===== config.mk =====
export PLATFORM = sky130hd
export DESIGN_NAME = ren_conv_seq
export DESIGN_NICKNAME = d
export VERILOG_FILES = /design/src/rtl/ren_conv_seq.sv
export SDC_FILE = /design/constraint.sdc
export NUM_CORES = 1
export LEC_CHECK = 0
export ABC_AREA = 1
export CAP_MARGIN = 0
export CORE_MARGIN = 2
export CORE_UTILIZATION = 49
export DETAILED_ROUTE_END_ITERATION = 8
export GPL_TIMING_DRIVEN = 1
export MAX_ROUTING_LAYER = met4
export PLACE_DENSITY = 0.81
export SYNTH_ARGS = -nofsm -noshare
export SYNTH_HDL_FRONTEND = slang
export SYNTH_SLANG_ARGS = --single-unit

===== constraint.sdc =====
create_clock -name wb_clk_i -period 2.4 [get_ports wb_clk_i]
set_input_delay 0.36 -clock wb_clk_i [delete_from_list [all_inputs] [get_ports wb_clk_i]]
set_output_delay 0.36 -clock wb_clk_i [all_outputs]
set_load 0.01 [all_outputs]

===== src/rtl/ren_conv_seq.sv =====
// Wishbone master sequencer for the convolver slave. Runs one job per
// accepted command: image load, kernel load, config writes, start, done
// polling, and result read-back onto an 8-bit valid/ready stream.
module ren_conv_seq #(
    parameter logic [7:0] SLV_ADDR  = 8'h30,
    parameter int         CNT_WIDTH = 6,
    parameter int         DONE_BIT  = 0,
    parameter int         POLL_GAP  = 4,
    parameter int         TIMEOUT   = 255
) (
    input  logic                 wb_clk_i,
    input  logic                 wb_rst_i,
    input  logic                 cmd_valid,
    output logic                 cmd_ready,
    input  logic [CNT_WIDTH-1:0] img_words,
    input  logic [CNT_WIDTH-1:0] kern_words,
    input  logic [CNT_WIDTH-1:0] rslt_words,
    input  logic [31:0]          cfg1_i,
    input  logic [31:0]          cfg2_i,
    input  logic [31:0]          cfg3_i,
    input  logic [31:0]          start_word_i,
    input  logic                 s_valid,
    input  logic [23:0]          s_data,
    output logic                 s_ready,
    output logic                 m_valid,
    output logic [7:0]           m_data,
    input  logic                 m_ready,
    output logic                 busy,
    output logic                 err,
    output logic                 wbm_cyc_o,
    output logic                 wbm_stb_o,
    output logic                 wbm_we_o,
    output logic [3:0]           wbm_sel_o,
    output logic [31:0]          wbm_adr_o,
    output logic [31:0]          wbm_dat_o,
    input  logic [31:0]          wbm_dat_i,
    input  logic                 wbm_ack_i
);

    localparam int GW = $clog2(POLL_GAP + 1);

    typedef enum logic [2:0] {
        IDLE, LD_IMG, LD_KERN, CFG, START, POLL, RD_RES
    } state_t;

    state_t               state_q;
    logic                 cyc_q, we_q, s_ready_q, m_valid_q, err_q;
    logic [31:0]          adr_q, dat_q;
    logic [7:0]           m_data_q;
    logic [7:0]           to_q;
    logic [GW-1:0]        gap_q;
    logic [CNT_WIDTH-1:0] idx_q, img_n_q, kern_n_q, rslt_n_q;
    logic [31:0]          cfg1_q, cfg2_q, cfg3_q, start_q;

    logic [CNT_WIDTH-1:0] idx_d;
    logic [31:0]          cfg_word_d;
    logic                 unused_dat;

    // Bus address: slave select, region (0 regs, 1 img, 2 kern, 3 result), word index.
    function automatic logic [31:0] bus_adr(input logic [1:0] rg, input logic [CNT_WIDTH-1:0] ix);
        return {SLV_ADDR, 14'h0, rg, ix, 2'b00};
    endfunction

    // Next index and the config value for the register currently being written.
    always_comb begin
        idx_d      = idx_q + 1'b1;
        cfg_word_d = cfg3_q;
        case (idx_q[1:0])
            2'd0:    cfg_word_d = cfg1_q;
            2'd1:    cfg_word_d = cfg2_q;
            default: cfg_word_d = cfg3_q;
        endcase
    end

    // Job FSM and bus master; one bus cycle at a time, always an idle cycle between them.
    always_ff @(posedge wb_clk_i or negedge wb_rst_i) begin
        if (!wb_rst_i) begin
            state_q   <= IDLE;
            cyc_q     <= 1'b0;
            we_q      <= 1'b0;
            s_ready_q <= 1'b0;
            m_valid_q <= 1'b0;
            err_q     <= 1'b0;
            adr_q     <= '0;
            dat_q     <= '0;
            m_data_q  <= '0;
            to_q      <= '0;
            gap_q     <= '0;
            idx_q     <= '0;
            img_n_q   <= '0;
            kern_n_q  <= '0;
            rslt_n_q  <= '0;
            cfg1_q    <= '0;
            cfg2_q    <= '0;
            cfg3_q    <= '0;
            start_q   <= '0;
        end else if (cyc_q) begin
            if (wbm_ack_i) begin
                cyc_q <= 1'b0;
                to_q  <= '0;
                case (state_q)
                    LD_IMG: begin
                        if (idx_q == img_n_q) begin
                            idx_q   <= '0;
                            state_q <= LD_KERN;
                        end else begin
                            idx_q <= idx_d;
                        end
                    end
                    LD_KERN: begin
                        if (idx_q == kern_n_q) begin
                            idx_q   <= '0;
                            state_q <= CFG;
                        end else begin
                            idx_q <= idx_d;
                        end
                    end
                    CFG: begin
                        if (idx_q == CNT_WIDTH'(2)) begin
                            idx_q   <= '0;
                            state_q <= START;
                        end else begin
                            idx_q <= idx_d;
                        end
                    end
                    START: begin
                        gap_q   <= '0;
                        state_q <= POLL;
                    end
                    POLL: begin
                        gap_q <= '0;
                        if (wbm_dat_i[DONE_BIT]) begin
                            idx_q   <= '0;
                            state_q <= RD_RES;
                        end
                    end
                    RD_RES: begin
                        m_valid_q <= 1'b1;
                        m_data_q  <= wbm_dat_i[7:0];
                    end
                    default: ;
                endcase
            end else if (to_q == 8'(TIMEOUT - 1)) begin
                // Slave is unresponsive: abandon the job and flag it.
                cyc_q     <= 1'b0;
                to_q      <= '0;
                err_q     <= 1'b1;
                m_valid_q <= 1'b0;
                s_ready_q <= 1'b0;
                state_q   <= IDLE;
            end else begin
                to_q <= to_q + 8'd1;
            end
        end else begin
            case (state_q)
                IDLE: begin
                    if (cmd_valid) begin
                        img_n_q  <= img_words;
                        kern_n_q <= kern_words;
                        rslt_n_q <= rslt_words;
                        cfg1_q   <= cfg1_i;
                        cfg2_q   <= cfg2_i;
                        cfg3_q   <= cfg3_i;
                        start_q  <= start_word_i;
                        err_q    <= 1'b0;
                        idx_q    <= '0;
                        state_q  <= LD_IMG;
                    end
                end
                LD_IMG, LD_KERN: begin
                    if (!s_ready_q) begin
                        s_ready_q <= 1'b1;
                    end else if (s_valid) begin
                        s_ready_q <= 1'b0;
                        cyc_q     <= 1'b1;
                        we_q      <= 1'b1;
                        adr_q     <= bus_adr((state_q == LD_IMG) ? 2'd1 : 2'd2, idx_q);
                        dat_q     <= {8'h0, s_data};
                    end
                end
                CFG: begin
                    cyc_q <= 1'b1;
                    we_q  <= 1'b1;
                    adr_q <= bus_adr(2'd0, idx_d);
                    dat_q <= cfg_word_d;
                end
                START: begin
                    cyc_q <= 1'b1;
                    we_q  <= 1'b1;
                    adr_q <= bus_adr(2'd0, '0);
                    dat_q <= start_q;
                end
                POLL: begin
                    if (gap_q == GW'(POLL_GAP)) begin
                        gap_q <= '0;
                        cyc_q <= 1'b1;
                        we_q  <= 1'b0;
                        adr_q <= bus_adr(2'd0, '0);
                        dat_q <= '0;
                    end else begin
                        gap_q <= gap_q + 1'b1;
                    end
                end
                RD_RES: begin
                    // Next result read waits until the held byte has been taken.
                    if (m_valid_q) begin
                        if (m_ready) begin
                            m_valid_q <= 1'b0;
                            if (idx_q == rslt_n_q) state_q <= IDLE;
                            else                   idx_q   <= idx_d;
                        end
                    end else begin
                        cyc_q <= 1'b1;
                        we_q  <= 1'b0;
                        adr_q <= bus_adr(2'd3, idx_q);
                        dat_q <= '0;
                    end
                end
                default: state_q <= IDLE;
            endcase
        end
    end

    // Only the done bit and the low result byte of read data matter.
    assign unused_dat = ^wbm_dat_i;

    assign cmd_ready = (state_q == IDLE);
    assign busy      = (state_q != IDLE);
    assign err       = err_q;
    assign s_ready   = s_ready_q;
    assign m_valid   = m_valid_q;
    assign m_data    = m_data_q;
    assign wbm_cyc_o = cyc_q;
    assign wbm_stb_o = cyc_q;
    assign wbm_we_o  = we_q;
    assign wbm_sel_o = 4'hF;
    assign wbm_adr_o = adr_q;
    assign wbm_dat_o = dat_q;

endmodule


==> implementation parameters <==
Parameter                              Value

STA
  Hold Vio Cnt, Final ... 0
  Setup repair after global routing missed its margin ... no
  Worst clock skew ... 0.0208 ns
  Highest attainable clock frequency ... 441 MHz
  Crit path time final ... 2.27 ns
  Number of max-slew violations in the final report ... 0
  Final worst-path cycle share ... 94.5%
  Aggregate negative setup slack ... 0 ns
  Worst setup slack after layout ... 0.131 ns
  Fin Hold WS ... 0.372 ns
  Measured slew at the worst slew-check pin ... 0.804 ns
  Final setup violating endpoints ... 0
  Headroom to the max-slew limit ... 46.3%

Setup path
  Element type at the critical path start ... register
  Kind of end point of the critical path ... output pin
  Worst endpoint data arrival time ... 1.91 ns
  Crit path required time ... 2.04 ns
  Sequence of cells on the critical path ... nor2_2 -> nand2_2 -> inv_1 -> clkdlybuf4s50_1
  Category of the critical setup timing path ... reg2out
  Max FO, Critical Path ... 6
  Max stage delay cell, worst path ... sky130_fd_sc_hd__clkdlybuf4s50_1
  Max incr delay on CP ... 0.52 ns

Routing
  Drt wl/cell ... 16.2 um
  Overall via count from detail_route ... 9,620
  Post-route antenna net violation count ... 0
  Router iterations before antenna repair ... 5
  Number of design-rule violations left by the first detailed-router iteration ... 711
  Number of DRC violations after detailed routing ... 0
  Via density ... 5.18
  Total wire length after detailed routing ... 30,100 um

Synth
  Proportion of synthesized chip area in sequential cells ... 52.0%
  Mean instance size in the synthesized netlist ... 7.91 um^2
  Register bit count reported by yosys ... 220
  Number of instances in the synthesized netlist ... 1,339
  Number of warning messages in the yosys log ... 0
  Post-Syn Area ... 10,600 um^2
  Number of distinct library cells after synthesis ... 38

Die
  Number of placement rows ... 53
  Die footprint ... 22,800 um^2
  Core Box Area ... 21,100 um^2
  Starting density of the core ... 50.2%
  Die Span X ... 151 um
  Vertical die dimension ... 151 um
  Boundary Pins ... 292

Place
  Pre-CTS WS ... 0.311 ns
  Final weighted congestion of routability-driven global placement ... 0.924
  Placed Instances ... 1,813
  DP Area ... 13,200 um^2
  Buffers on Ports ... 241
  Half-perimeter wire length after detailed placement ... 21,300 um

Final layout
  Final net count ... 1,781
  Area of all placed cells without fillers ... 14,000 um^2
  Area growth syn-to-layout ... 31.8%
  Final Instance Count excl. Fillers ... 1,858
  Share of final-layout standard cells stronger than drive strength 1 ... 5.63%
  Fillers ... 1,739

Min path
  Type of the most critical hold path ... in2reg

Global route
  Wire length of the first global-routing pass ... 47,300 um
  Total gr overflow ... 0
  Pin count of the biggest net entering global routing ... 70
  GRT Resource Usage Total ... 27.2%
  Via count of the first global-routing pass ... 9,259
  Number of antenna violations at the first check in global routing ... 1

Clock tree
  Clock tree from TritonCTS ... yes
  Root Driver ... sky130_fd_sc_hd__clkbuf_16
  Reg clk slew, reported paths ... 0.07 ns
  Maximum clock insertion buffer count ... 3
  Worst-Skew Late Latency ... 0.52 ns
  Clock sink count ... 220
  Number of buffers inserted by post-CTS setup repair ... 0
  Number of CTS-inserted buffers ... 23
  CTS H-Tree Depth ... 1

Power
  Max IR drop VDD ... 0.000561 V
  Ratio of total power to cell area ... 1120 nW/um^2
  Reported leakage power ... 6.87 nW

Run status
  Result of the run ... finished, final reports clean

Flow run
  Max Cap Violations ... 0
cell families after synthesis:
logic type / after synthesis / share of synthesized area [%]
multiplexers: 7 / 0.745
XOR/XNOR: 11 / 0.910
AND/OR/NAND/NOR: 737 / 27.3
adder cells (fa/ha/maj): 9 / 1.06
flip-flops: 220 / 52.0
other: 2 / 0.0709
AO/OA/AOI/OAI: 154 / 8.73
buffers and inverters: 199 / 9.17
cell usage in the layout, fill, tap and decap left out, types with 7 or more instances in the layout:
cell / n
sky130_fd_sc_hd__clkbuf_16: 23
sky130_fd_sc_hd__o211ai_1: 14
sky130_fd_sc_hd__buf_12: 9
sky130_fd_sc_hd__inv_1: 98
sky130_fd_sc_hd__a21oi_1: 10
sky130_fd_sc_hd__nor2_1: 33
sky130_fd_sc_hd__dfrtp_1: 220
sky130_fd_sc_hd__inv_2: 10
sky130_fd_sc_hd__nand2_1: 636
sky130_fd_sc_hd__nand3_1: 48
sky130_fd_sc_hd__ha_1: 9
sky130_fd_sc_hd__buf_4: 15
sky130_fd_sc_hd__xor2_1: 9
sky130_fd_sc_hd__conb_1: 26
sky130_fd_sc_hd__clkdlybuf4s50_1: 240
sky130_fd_sc_hd__o21ai_1: 17
sky130_fd_sc_hd__o221ai_1: 17
sky130_fd_sc_hd__mux2_2: 7
sky130_fd_sc_hd__a22oi_1: 8
sky130_fd_sc_hd__o21ai_0: 73
final cells by class:
class,instances,area [um^2],share of cell area [%]
tap,275,344,2.47
timing repair buffer,266,2720,19.5
multi-input combinational,944,4210,30.2
clock inverter,7,92.6,0.663
antenna,3,7.51,0.0538
sequential,220,5510,39.4
inverter,109,409,2.93
clock buffer,34,667,4.78
what timing repair did:
| item | 4_1_cts | 5_1_grt |
|---|---|---|
| setup endpoints to repair | 0 | 3 |
| endpoints found under the hold margin | 61 | 0 |
| hold buffers | 1 | 0 |
| resized for setup | 0 | 1 |
through the flow:
stage / total power, mW / utilization, %
2_1_floorplan: 9.66 / -
3_3_place_gp: 11.7 / 62.5
3_5_place_dp: 12.0 / 62.5
4_1_cts: 15.6 / 66.1
5_1_grt: 16.7 / 66.2
6_report: 15.6 / 66.2
synth_stat cells, drive strengths merged:
| master | count | area share [%] |
|---|---|---|
| xor2 | 9 | 0.74 |
| nand4 | 5 | 0.30 |
| nor3b | 1 | 0.071 |
| o21ai | 90 | 4.3 |
| o311ai | 1 | 0.083 |
| mux2 | 7 | 0.74 |
| o221ai | 17 | 1.4 |
| o32ai | 1 | 0.083 |
| nand2 | 639 | 23 |
| o31ai | 3 | 0.21 |
| inv | 108 | 3.8 |
| conb | 2 | 0.071 |
| dfrtp | 220 | 52 |
| nor2 | 41 | 1.7 |
| buf | 78 | 4.9 |
| or2 | 1 | 0.059 |
| a21boi | 1 | 0.071 |
| xnor2 | 2 | 0.17 |
| a22oi | 8 | 0.57 |
| nor3 | 2 | 0.095 |
| a31oi | 2 | 0.12 |
| clkinv | 1 | 0.035 |
| ha | 9 | 1.1 |
| o22ai | 7 | 0.47 |
| clkbuf | 12 | 0.43 |
| a21oi | 10 | 0.47 |
| o211ai | 14 | 0.99 |
| nand3 | 48 | 2.3 |
state kept, by name (all words and copies together) (netlist names):
signal,count
gap_q,3
wbm_we_o,1
kern_n_q,6
idx_q,6
m_data,8
s_ready,1
start_q,32
to_q,8
img_n_q,6
cfg1_q,32
wbm_adr_o,9
wbm_dat_o,32
m_valid,1
cfg2_q,32
wbm_cyc_o,1
err,1
state_q,3
rslt_n_q,6
cfg3_q,32
power by group:
| part | internal, mW | total (mW) | switching (mW) |
|---|---|---|---|
| clock network | 2.14 | 3.60 | 1.46 |
| registers | 5.22 | 6.04 | 0.815 |
| logic | 2.31 | 5.96 | 3.64 |
| total | 9.68 | 15.6 | 5.92 |
critical path: cells and delay by family, from the launching register on:
family | cells | cell delay (ns)
buffers and inverters | 2 | 0.60
DFF | 1 | 0.47
and+or+nand+nor | 2 | 0.32
per-layer routing:
| metal | vias up | track usage, % | wire length, um |
|---|---|---|---|
| met2 | 369 | 40.6 | 14000 |
| met5 | - | - | 0 |
| met3 | 51 | 4.61 | 2270 |
| li1 | 4607 | - | - |
| met4 | 0 | 8.46 | 697 |
| met1 | 4593 | 38.4 | 13100 |
final timing paths:
kind | startpoint | endpoint | slack [ns] | depth (start not counted)
max in group asynchronous | wb_rst_i | cfg3_q[30] | 1.33 | 3
hold reg to reg | cfg1_q[10] | cfg1_q[10] | 0.47 | 2
hold / removal | start_word_i[9] | start_q[9] | 0.37 | 3
min in group asynchronous | wb_rst_i | m_data[3] | 0.40 | 2
setup reg to reg | idx_q[0] | wbm_dat_o[12] | 0.25 | 10
setup / recovery | state_q[0] | cmd_ready | 0.13 | 4
(Power assumes the default switching activity.)
